===== config.mk =====
export PLATFORM = sky130hd
export DESIGN_NAME = trdb_packet_emitter
export DESIGN_NICKNAME = d
export VERILOG_FILES = /design/src/rtl/trdb_packet_emitter.sv
export SDC_FILE = /design/constraint.sdc
export NUM_CORES = 1
export LEC_CHECK = 0
export BUFFER_PORTS_ARGS = -buffer_cell sky130_fd_sc_hd__buf_2
export CORE_MARGIN = 2
export CORE_UTILIZATION = 35
export CTS_BUF_LIST = sky130_fd_sc_hd__clkbuf_2
export CTS_CLUSTER_SIZE = 28
export DETAILED_ROUTE_END_ITERATION = 10
export PLACE_DENSITY = 0.53
export SLEW_MARGIN = 0
export SYNTH_ARGS = -nofsm -noshare
export SYNTH_HDL_FRONTEND = slang
export SYNTH_SLANG_ARGS = --single-unit

===== constraint.sdc =====
create_clock -name clk_i -period 3.54 [get_ports clk_i]
set_clock_uncertainty 0.1 [all_clocks]
set_input_delay 0.708 -clock clk_i [delete_from_list [all_inputs] [get_ports clk_i]]
set_output_delay 0.708 -clock clk_i [all_outputs]
set_load 0.1 [all_outputs]

===== src/rtl/trdb_packet_emitter.sv =====
// Trace packet emitter: accepts one formatted packet per handshake and serialises it as a
// header byte {format, len} followed by the payload bytes LSB-first, with a last marker.
module trdb_packet_emitter #(
    parameter int PAYLOAD_W = 128,
    parameter int LEN_W     = 6,
    parameter int CNT_W     = 16
) (
    input  logic                 clk_i,
    input  logic                 rst_ni,
    input  logic                 pkt_valid_i,
    output logic                 pkt_ready_o,
    input  logic [1:0]           pkt_format_i,
    input  logic [PAYLOAD_W-1:0] pkt_payload_i,
    input  logic [LEN_W-1:0]     pkt_len_i,
    output logic                 byte_valid_o,
    input  logic                 byte_ready_i,
    output logic [7:0]           byte_data_o,
    output logic                 byte_last_o,
    output logic                 len_clamp_o,
    output logic [CNT_W-1:0]     pkts_sent_o
);

    localparam int                MAXB   = PAYLOAD_W / 8;
    localparam logic [LEN_W-1:0] MAXB_L = LEN_W'(MAXB);

    typedef enum logic [1:0] {
        F_OPT_EXT    = 2'd0,
        F_DIFF_DELTA = 2'd1,
        F_ADDR_ONLY  = 2'd2,
        F_SYNC       = 2'd3
    } trdb_format_e;

    typedef enum logic [1:0] {
        S_IDLE    = 2'd0,
        S_HEADER  = 2'd1,
        S_PAYLOAD = 2'd2
    } state_e;

    state_e                 state_q, state_d;
    trdb_format_e           format_q;
    logic [PAYLOAD_W-1:0]   payload_q;
    logic [LEN_W-1:0]       len_q;
    logic [LEN_W-1:0]       idx_q;
    logic                   accept;
    logic                   byte_hs;
    logic                   pkt_done;

    always_comb begin
        // NOTE: every output of this block gets a default first so no path infers a latch.
        state_d      = state_q;
        byte_valid_o = 1'b0;
        byte_data_o  = 8'h00;
        byte_last_o  = 1'b0;

        case (state_q)
            S_HEADER: begin
                byte_valid_o = 1'b1;
                byte_data_o  = {format_q, len_q[5:0]};
                byte_last_o  = (len_q == '0);
            end
            S_PAYLOAD: begin
                byte_valid_o = 1'b1;
                byte_data_o  = payload_q[7:0];
                byte_last_o  = (idx_q == len_q - LEN_W'(1));
            end
            default: ;
        endcase

        // Ready re-opens on the last byte's handshake so packets stream without a bubble.
        byte_hs     = byte_valid_o & byte_ready_i;
        pkt_done    = byte_hs & byte_last_o;
        pkt_ready_o = (state_q == S_IDLE) | pkt_done;
        accept      = pkt_valid_i & pkt_ready_o;

        if (pkt_done) begin
            state_d = accept ? S_HEADER : S_IDLE;
        end else if (state_q == S_IDLE && accept) begin
            state_d = S_HEADER;
        end else if (state_q == S_HEADER && byte_hs) begin
            state_d = S_PAYLOAD;
        end
    end

    always_ff @(posedge clk_i or negedge rst_ni) begin
        // NOTE: sequential state is updated with non-blocking assignments only.
        if (!rst_ni) begin
            state_q     <= S_IDLE;
            format_q    <= F_OPT_EXT;
            payload_q   <= '0;
            len_q       <= '0;
            idx_q       <= '0;
            len_clamp_o <= 1'b0;
            pkts_sent_o <= '0;
        end else begin
            state_q     <= state_d;
            len_clamp_o <= accept & (pkt_len_i > MAXB_L);

            if (accept) begin
                format_q  <= trdb_format_e'(pkt_format_i);
                payload_q <= pkt_payload_i;
                len_q     <= (pkt_len_i > MAXB_L) ? MAXB_L : pkt_len_i;
                idx_q     <= '0;
            end else if (byte_hs && state_q == S_PAYLOAD) begin
                // The current byte always sits in the low lane; shift the next one down.
                payload_q <= {8'h00, payload_q[PAYLOAD_W-1:8]};
                idx_q     <= idx_q + LEN_W'(1);
            end

            if (pkt_done) begin
                pkts_sent_o <= pkts_sent_o + CNT_W'(1);
            end
        end
    end

endmodule

After elaboration in Yosys (flattened, before gate mapping). Cells that the tools add are included.

Register bits after elaboration: 161. Input port bits: 140. Output and inout port bits: 28. Word-level logic and storage cells: 39.

Add/sub/neg operators: 3. Order comparisons: 1. Eq/ne operators: 3. Muxes and demuxes: 12. Bitwise operators: 5. Reduce and logical (&&, ||, !) cells: 8.

Operators with widths (count): 2-to-1 mux 128 bit (2); 2-to-1 mux 6 bit (3); adder 16 x 1 -> 16 bit, second input constant (1); case mux 8 bit (2 select lines) (1); adder 6 x 1 -> 6 bit, second input constant (1); equality test 6 bit (1); greater-than comparator 6 x 5 -> 1 bit, second input constant (1); zero test 6 bit (1); 2-to-1 mux 2 bit (3); subtractor 6 x 1 -> 6 bit, second input constant (1); AND 1 bit (4); logical AND 1 bit (3); nonzero test 3 bit (1); equality test 2 x 1 -> 1 bit, second input constant (1); equality test 2 bit, second input constant (1); zero test 2 bit (1); 2-to-1 mux 1 bit (2); case mux 1 bit (2 select lines) (1); nonzero test 2 bit (1); OR reduction 2 bit (1); OR 1 bit (1).

Logic depth before layout (Yosys ltp). Gate-level depths: netlist of run 1.

Depth after elaboration: 10. Mapped depth: 11. Gate-level depth less buffers: 7.

Least setup slack after synthesis of run 1. No wires, ideal clock.

Kind: flip-flop to output port. Start: register state_q[0]. End: output byte_data_o[0]. Arrival: 2941 ps. Required time: 2732 ps. Slack: -209 ps. Cell stages (with the launch flop): 5. Buffers on the path: 1. Cell sequence: dfrtp_1 -> inv_1 -> ha_1 -> clkbuf_1 -> nor2b_1.

Longest elaborated chain between the ends: 2. Elaborated cells on any way between the ends: 3. Classes of those cells: 2 x eq/ne; 1 x mux.

Ends and longest elaborated chain: start, declared (RTL line 39) `state_e state_q, state_d;`; start signal, assigned (RTL line 95) `state_q <= state_d;`; equality test 2 bit / equality test 2 x 1 -> 1 bit (equally long branches) (RTL line 55) `case (state_q)`; case mux 8 bit (2 select lines) (*) (RTL line 55); end, declared (RTL line 17) `output logic [7:0] byte_data_o,`.

Mark *: on every way between the ends. The rest lies on a longest branch, timed or not.

Worst setup path in the final report of run 1.
Start: register len_q[2]. End: output pkt_ready_o.

Longest elaborated chain between the ends: 5. Elaborated cells on any way between the ends: 6. Classes of those cells: 1 x add/sub; 1 x eq/ne; 1 x mux; 2 x bitwise; 1 x reduce/logical.

Ends and longest elaborated chain: start, declared (RTL line 42) `logic [LEN_W-1:0] len_q;`; start signal, assigned (RTL line 101) `len_q <= (pkt_len_i > MAXB_L) ? MAXB_L : pkt_len_i;`; subtractor 6 x 1 -> 6 bit (RTL line 64) `byte_last_o = (idx_q == len_q - LEN_W'(1));`; equality test 6 bit (RTL line 64); case mux 1 bit (2 select lines) (*) (RTL line 55); AND 1 bit (*) (RTL line 71) `pkt_done = byte_hs & byte_last_o;`; OR 1 bit (*) (RTL line 72) `pkt_ready_o = (state_q == S_IDLE) | pkt_done;`; end, declared (RTL line 11) `output logic pkt_ready_o,`.

Marks and branches as above.

==> summary.md, run 1 <==
| Metric | Value |
|---|---|
| Adder-Cell Fraction of Synth Area | `0.00909` |
| Max Cap Viol | `0` |
| Htree depth | `4` |
| Largest net degree at the start of global routing | `75` |
| Critical path buffers and inverters | `1` |
| I/O Buffers | `167` |
| Aggregate global routing overflow | `0` |
| Final setup viols | `2` |
| Min cycle time layout | `3.63 ns` |
| Post-DP HPWL | `14.6 mm` |
| Fraction of registers with async set/reset | `1.00` |
| Clock Latency Late Sink | `0.72 ns` |
| Die area | `0.0249 sq mm` |
| Synth Instances | `851` |
| Final instance area | `0.0104 sq mm` |
| Mean area per synthesized cell | `9.71 sq um` |
| F_max | `275 MHz` |
| Critical Path Start Type | `flip-flop` |
| Final Max Tran Viols | `0` |
| Height of the die | `158 um` |
| Final Total Pwr | `8.04 mW` |
| Placed Instance Area | `0.00954 sq mm` |
| Status | `finished with violations` |
| DR iter-0 viols | `396` |
| HP Class | `in2reg` |
| Clk slew on worst S/H paths | `0.27 ns` |
| Total CTS buffers | `17` |
| NumNets Final | `1210` |
| Proportion of synthesized area in mux cells | `0.201` |
| WL per Instance | `15.7 um` |
| Post-Synth XOR/XNOR Area | `0.0313` |
| CTS Root Cell | `clkbuf_2` |
| R2R depth | `9` |
| TritonCTS clock tree | `yes` |
| Relative slew slack | `0.559` |
| Vias | `6371` |
| # rows | `56` |
| Leakage | `5.49 nW` |
| Syn_nets | `997` |
| Most common cell in the synthesized netlist | `nand2_1` |
| GRT Util Overall | `0.176` |
| GP Congestion | `0.799` |
| Netlist cell types | `39` |
| Final hold violations | `0` |
| Simple-Gate Fraction of Synth Area | `0.203` |
| Top Family by Delay on Critical Path | `simple AND/OR/NAND/NOR gates` |
| Warnings, synthesis | `0` |
| RSZ-0062 raised after global routing | `yes` |
| Crit-path max FO | `3` |
| Drt first pass iters | `5` |
| Largest cells by area after synthesis | `dfrtp_1 49%, nand2_1 17%, mux2_2 12%` |
| Ports | `168` |
| Initial core utilization | `0.354` |
| Yosys top cell by area | `dfrtp_1` |
| Clock Tree Buf Depth | `2` |
| Post-synth EDFFs | `0` |
| Area grow syn2layout | `26.1%` |
| Peak VDD IR | `382 uV` |
| Antenna-violating nets left | `0` |
| Crit path largest cell delay | `0.48 ns` |
| Pre-CTS worst setup slack | `0.427 ns` |
| Vias in the first global route | `6409` |
| Core region area | `0.0233 sq mm` |
| Global-route wire length before repair | `34.1 mm` |
| Slowest cell on the critical path | `dfrtp_2` |
| Routed WL | `22.0 mm` |
| Vias/cell | `4.56` |
| Kind of critical path | `reg2out` |
| Flop-to-flop setup slack | `0.45 ns` |
| Layout cells sized above 1 | `0.339` |
| Largest family of logic cells by synthesized area | `simple AND/OR/NAND/NOR gates` |
| Arr. time, crit path | `2.83 ns` |
| Violated checks | `negative setup slack` |
| Fin crit share | `1.03` |
| Worst Path Required | `2.73 ns` |
| Setup WS post-layout | `-0.0943 ns` |
| Synth Register Bits | `161` |
| Post-synthesis compound-gate area fraction | `0.0323` |
| Critical path capture point type | `output port` |
| Synth top area share | `0.488` |
| Final core occ | `0.446` |
| Top cells by count, synth | `381 x nand2_1, 161 x dfrtp_1, 85 x mux2_2` |
| Post-synthesis instance area | `0.00826 sq mm` |
| PD cells | `772 mW/mm^2` |
| Antenna violations before repair | `5` |
| Setup_tns | `-0.184 ns` |
| Sequential area share after synthesis | `0.488` |
| Top_reg_cell synth | `dfrtp_1` |
| Critical path cell sequence | `or3_4, or4_4, a2111oi_4, o21ai_2, nand2b_1, buf_12` |
| Worst path depth | `6` |
| Die Width | `158 um` |
| Drc violations | `0` |
| Clock sink total | `161` |
| Hold path depth | `3` |
| Worst-Margin Slew | `0.661 ns` |
## placed cells by master (no fill, tap or decap), types with 2 or more instances in the layout
master / n
clkinv_2: 2
and3_1: 6
buf_2: 164
buf_4: 12
mux2_4: 38
nor2_1: 3
inv_1: 14
dlygate4sd3_1: 58
nand4_1: 4
a22oi_1: 9
mux2i_1: 13
inv_6: 4
ha_1: 4
o2111ai_1: 6
nand2_1: 380
buf_12: 10
mux2_2: 85
o211ai_1: 7
clkinvlp_4: 4
dfrtp_1: 158
xnor2_1: 24
ha_2: 2
nor2b_2: 8
xor2_1: 3
nor3_1: 2
diode_2: 3
o21ai_0: 2
dfrtp_2: 3
clkbuf_2: 17
and2_1: 7
## registers in the layout, indices dropped and copies added (netlist names)
name and flops:
state_q 2, idx_q 6, payload_q 128, pkts_sent_o 16
len_clamp_o 1, format_q 2, len_q 6
## final cells by class
cell class,instances,area [sq um]
Multi-Input combinational cell,624,4010
Sequential cell,161,4030
Tap cell,319,399
Timing Repair Buffer,245,1700
Antenna cell,3,7.51
Clock buffer,17,85.1
Clock inverter,14,129
Fill cell,2369,12900
Inverter,15,56.3
## path summary, 6_finish.rpt
check                                   startpoint         endpoint
min in group asynchronous                   rst_ni    payload_q[56]
worst min register to register     pkts_sent_o[15]  pkts_sent_o[15]
worst min-delay path            pkt_payload_i[120]   payload_q[120]
worst max register to register            len_q[2]    payload_q[20]
max in group asynchronous                   rst_ni   payload_q[120]
worst max-delay path                      len_q[2]      pkt_ready_o
## stage by stage
step / cells / hold WS [ns]
global route: 1397 / -0.00466
floorplan: 851 / 0.312
detailed placement: 1299 / 0.369
CTS: 1354 / 0.000109
finish: 1398 / 0.100
global placement: 1299 / 0.365
## per-layer routing
layer | track usage | wire, um | up-vias
met5 | 0 | 13 | -
met4 | 0.0403 | 265 | 2
met3 | 0.0493 | 941 | 13
met2 | 0.284 | 10500 | 123
met1 | 0.237 | 10200 | 3033
li1 | - | - | 3200
## kinds of logic (layout without fill, tap and decap cells)
group / count (synthesis) / in the layout
other: 0 / 3
adders and majority gates: 6 / 6
DFF: 161 / 161
AOI/OAI and AO/OA: 33 / 33
buffers and inverters: 66 / 291
muxes: 136 / 136
xor gates and xnor gates: 28 / 28
and+or+nand+nor: 421 / 421
## repair_timing
item | CTS | global route
cloned | 0 | 0
pin swaps | 3 | 2
setup endpoints to repair | 2 | 2
gates resized for setup | 5 | 5
hold buffers | 19 | 39
setup buffers | 5 | 2
hold endpoints to repair | 73 | 39
## power breakdown
| group | internal [mW] | switching [mW] | leakage [nW] |
|---|---|---|---|
| clock network | 0.258 | 0.728 | 0.123 |
| logic | 1.91 | 2.04 | 3.36 |
| registers | 2.64 | 0.467 | 2.00 |
| total | 4.81 | 3.23 | 5.49 |
## worst register-to-register path: stages, from the launching register on
cell and delay [ns]:
dfrtp_2 0.48, or3_4 0.37, buf_4 0.15, o31ai_1 0.35, a2111oi_4 0.16, buf_4 0.23, a21boi_4 0.21, buf_12 0.25
buf_4 0.34, mux2_2 0.36
Note: power is estimated with default switching activity, not from simulation.
==> inputs of run 2 (changes only) <==
--- a/config.mk
+++ b/config.mk
@@ -6,9 +6,8 @@
 export NUM_CORES = 1
 export LEC_CHECK = 0
 export BUFFER_PORTS_ARGS = -buffer_cell sky130_fd_sc_hd__buf_2
-export CORE_MARGIN = 2
 export CORE_UTILIZATION = 35
-export CTS_BUF_LIST = sky130_fd_sc_hd__clkbuf_2
+export CTS_BUF_LIST = sky130_fd_sc_hd__clkbuf_8
 export CTS_CLUSTER_SIZE = 28
 export DETAILED_ROUTE_END_ITERATION = 10
 export PLACE_DENSITY = 0.53
==> summary.md, run 2 (same netlist as run 1, synthesis figures left out) <==
| Metric | Value |
|---|---|
| Core region area | `0.0229 sq mm (-1.8%)` |
| Clock Tree Buf Depth | `2 (unchanged)` |
| Post-DP HPWL | `14.0 mm (-4.3%)` |
| GRT met3 Usage | `0.0492 (-0.000108)` |
| Height of the die | `156 um (-1.3%)` |
| PD cells | `837 mW/mm^2 (+8.4%)` |
| Global-route wire length before repair | `33.7 mm (-0.97%)` |
| Htree depth | `4 (unchanged)` |
| Largest net degree at the start of global routing | `130 (+73%)` |
| Ports | `168 (unchanged)` |
| Relative slew slack | `0.586 (+0.0266)` |
| WL per Instance | `15.7 um (+0.14%)` |
| Final Total Pwr | `8.32 mW (+3.5%)` |
| RSZ-0062 raised after global routing | `yes` |
| Vias | `6151 (-3.5%)` |
| NumNets Final | `1151 (-4.9%)` |
| GR Util met1 | `0.249 (+0.0121)` |
| Clk slew on worst S/H paths | `0.10 ns (-0.17 ns)` |
| Arr. time, crit path | `2.62 ns (-0.21 ns)` |
| GRT Util Overall | `0.180 (+0.00339)` |
| Drt first pass iters | `4 (-1)` |
| Biggest regs | `payload_q (128), pkts_sent_o (16)` |
| Critical Path Start Type | `flip-flop` |
| Busiest layer in global routing | `met2` |
| Setup_tns | `0 ns (+0.184 ns)` |
| Final Max Tran Viols | `0 (unchanged)` |
| Non-filler instance count after layout | `1333 (-4.6%)` |
| Drc violations | `0 (unchanged)` |
| Leakage | `5.29 nW (-3.6%)` |
| Initial core utilization | `0.361 (+0.00644)` |
| Routed WL | `21.0 mm (-4.5%)` |
| CTS Root Cell | `clkbuf_8` |
| Die area | `0.0242 sq mm (-2.5%)` |
| Die Width | `156 um (-1.3%)` |
| # rows | `55 (-1.8%)` |
| Area grow syn2layout | `20.3%` |
| Min cycle time layout | `3.43 ns (-0.204 ns)` |
| Critical path capture point type | `output port` |
| Peak VDD IR | `336 uV (-12%)` |
| Worst-Margin Slew | `0.621 ns (-0.0399 ns)` |
| Total CTS buffers | `17 (unchanged)` |
| Clock Latency Late Sink | `0.46 ns (-0.26 ns)` |
| Antenna violations before repair | `5 (unchanged)` |
| Max Cap Viol | `0 (unchanged)` |
| Kind of critical path | `reg2out` |
| Final setup viols | `0 (-2)` |
| I/O Buffers | `167 (unchanged)` |
| Largest Register | `payload_q` |
| Fin crit share | `0.969 (-0.0576)` |
| Final hold violations | `0 (unchanged)` |
| Final instance area | `0.00994 sq mm (-4.6%)` |
| Final hold slack | `0.0842 ns (-0.0160 ns)` |
| F_max | `292 MHz (+5.9%)` |
| Clock sink total | `161 (unchanged)` |
| DR iter-0 viols | `384 (-3.0%)` |
| Status | `completed` |
| Met2 track demand over resource | `0.280 (-0.00390)` |
| Placed Instance Area | `0.00948 sq mm (-0.63%)` |
| Layout cells sized above 1 | `0.355 (+0.0157)` |
| HP Class | `in2async` |
| Max reg flops | `128 (unchanged)` |
| Worst Path Required | `2.73 ns (about the same)` |
| Antenna-violating nets left | `0 (unchanged)` |
| Most common cell after layout, fill and taps aside | `nand2_1` |
| Aggregate global routing overflow | `0 (unchanged)` |
| Vias/cell | `4.61 (+1.3%)` |
| Crit-path max FO | `3 (unchanged)` |
| GP Congestion | `0.762 (-4.6%)` |
| Filler cell count | `2328 (-1.7%)` |
| Vias in the first global route | `6247 (-2.5%)` |
| TritonCTS clock tree | `yes` |
| Most frequent cells in the layout | `380 x nand2_1, 164 x buf_2, 158 x dfrtp_1, 85 x mux2_2, 38 x mux2_4` |
| Placed cells | `1291 (-0.62%)` |
-- run 2: cell types whose count changed in the layout (fill, tap and decap cells not counted), moves of 2 or more --
cell / delta
dlygate4sd3_1: -58
clkbuf_8: +18
clkbuf_2: -17
buf_12: -3
ha_1: +2
ha_2: -2
-- run 2: layout make-up --
cell class / count / area (sq um) / share of cell area
repair buffers: 186 / 1080 / 0.109
clock inverters: 13 / 125 / 0.0126
diodes: 3 / 7.51 / 0.000755
flip-flops and latches: 161 / 4030 / 0.406
clock buffers: 18 / 248 / 0.0249
multi-input cells: 624 / 4000 / 0.402
well taps: 313 / 392 / 0.0394
inverters: 15 / 56.3 / 0.00566
-- run 2: final timing paths --
check                                   start  depth (start not counted)         endpoint  slack [ns]
max                                  len_q[4]                          6      byte_last_o        0.11
min                                    rst_ni                          1    payload_q[54]        0.08
max reg2reg                          len_q[4]                          8    payload_q[74]        0.48
min reg2reg                   pkts_sent_o[13]                          1  pkts_sent_o[13]        0.39
max in group asynchronous              rst_ni                          2    payload_q[70]        2.40
min in group clk_i         pkt_payload_i[122]                          3   payload_q[122]        0.37
-- run 2: critical path: stages, from the launching register on --
cell,delay (ns)
dfrtp_1,0.41
or3_4,0.41
or4_4,0.44
a2111oi_4,0.46
buf_6,0.16
o21a_4,0.12
buf_12,0.16
-- run 2: power breakdown --
group / leakage [nW] / switching, mW / total (mW) / internal [mW]
combinational: 3.10 / 2.00 / 3.83 / 1.83
clock: 0.181 / 0.763 / 1.35 / 0.584
sequential: 2.00 / 0.491 / 3.14 / 2.65
total: 5.29 / 3.25 / 8.32 / 5.07
-- run 2: stage by stage --
stage / util / worst slack [ns]
after floorplan: - / 0.0226
final: 0.434 / 0.110
after detailed placement: 0.414 / 0.373
after global placement: 0.414 / 0.401
after global routing: 0.434 / -0.0276
after CTS: 0.431 / 0.000632
-- run 2: what timing repair did --
action / CTS / global route
setup endpoints to repair: 2 / 2
resized for setup: 3 / 5
setup buffers: 1 / 7
hold buffers: 0 / 0
pin swaps: 1 / 3
-- run 2: layer usage --
layer / up-vias / routed length, um
met3: 15 / 991
met5: - / 22
li1: 3066 / -
met1: 2953 / 10100
met4: 4 / 134
met2: 113 / 9740
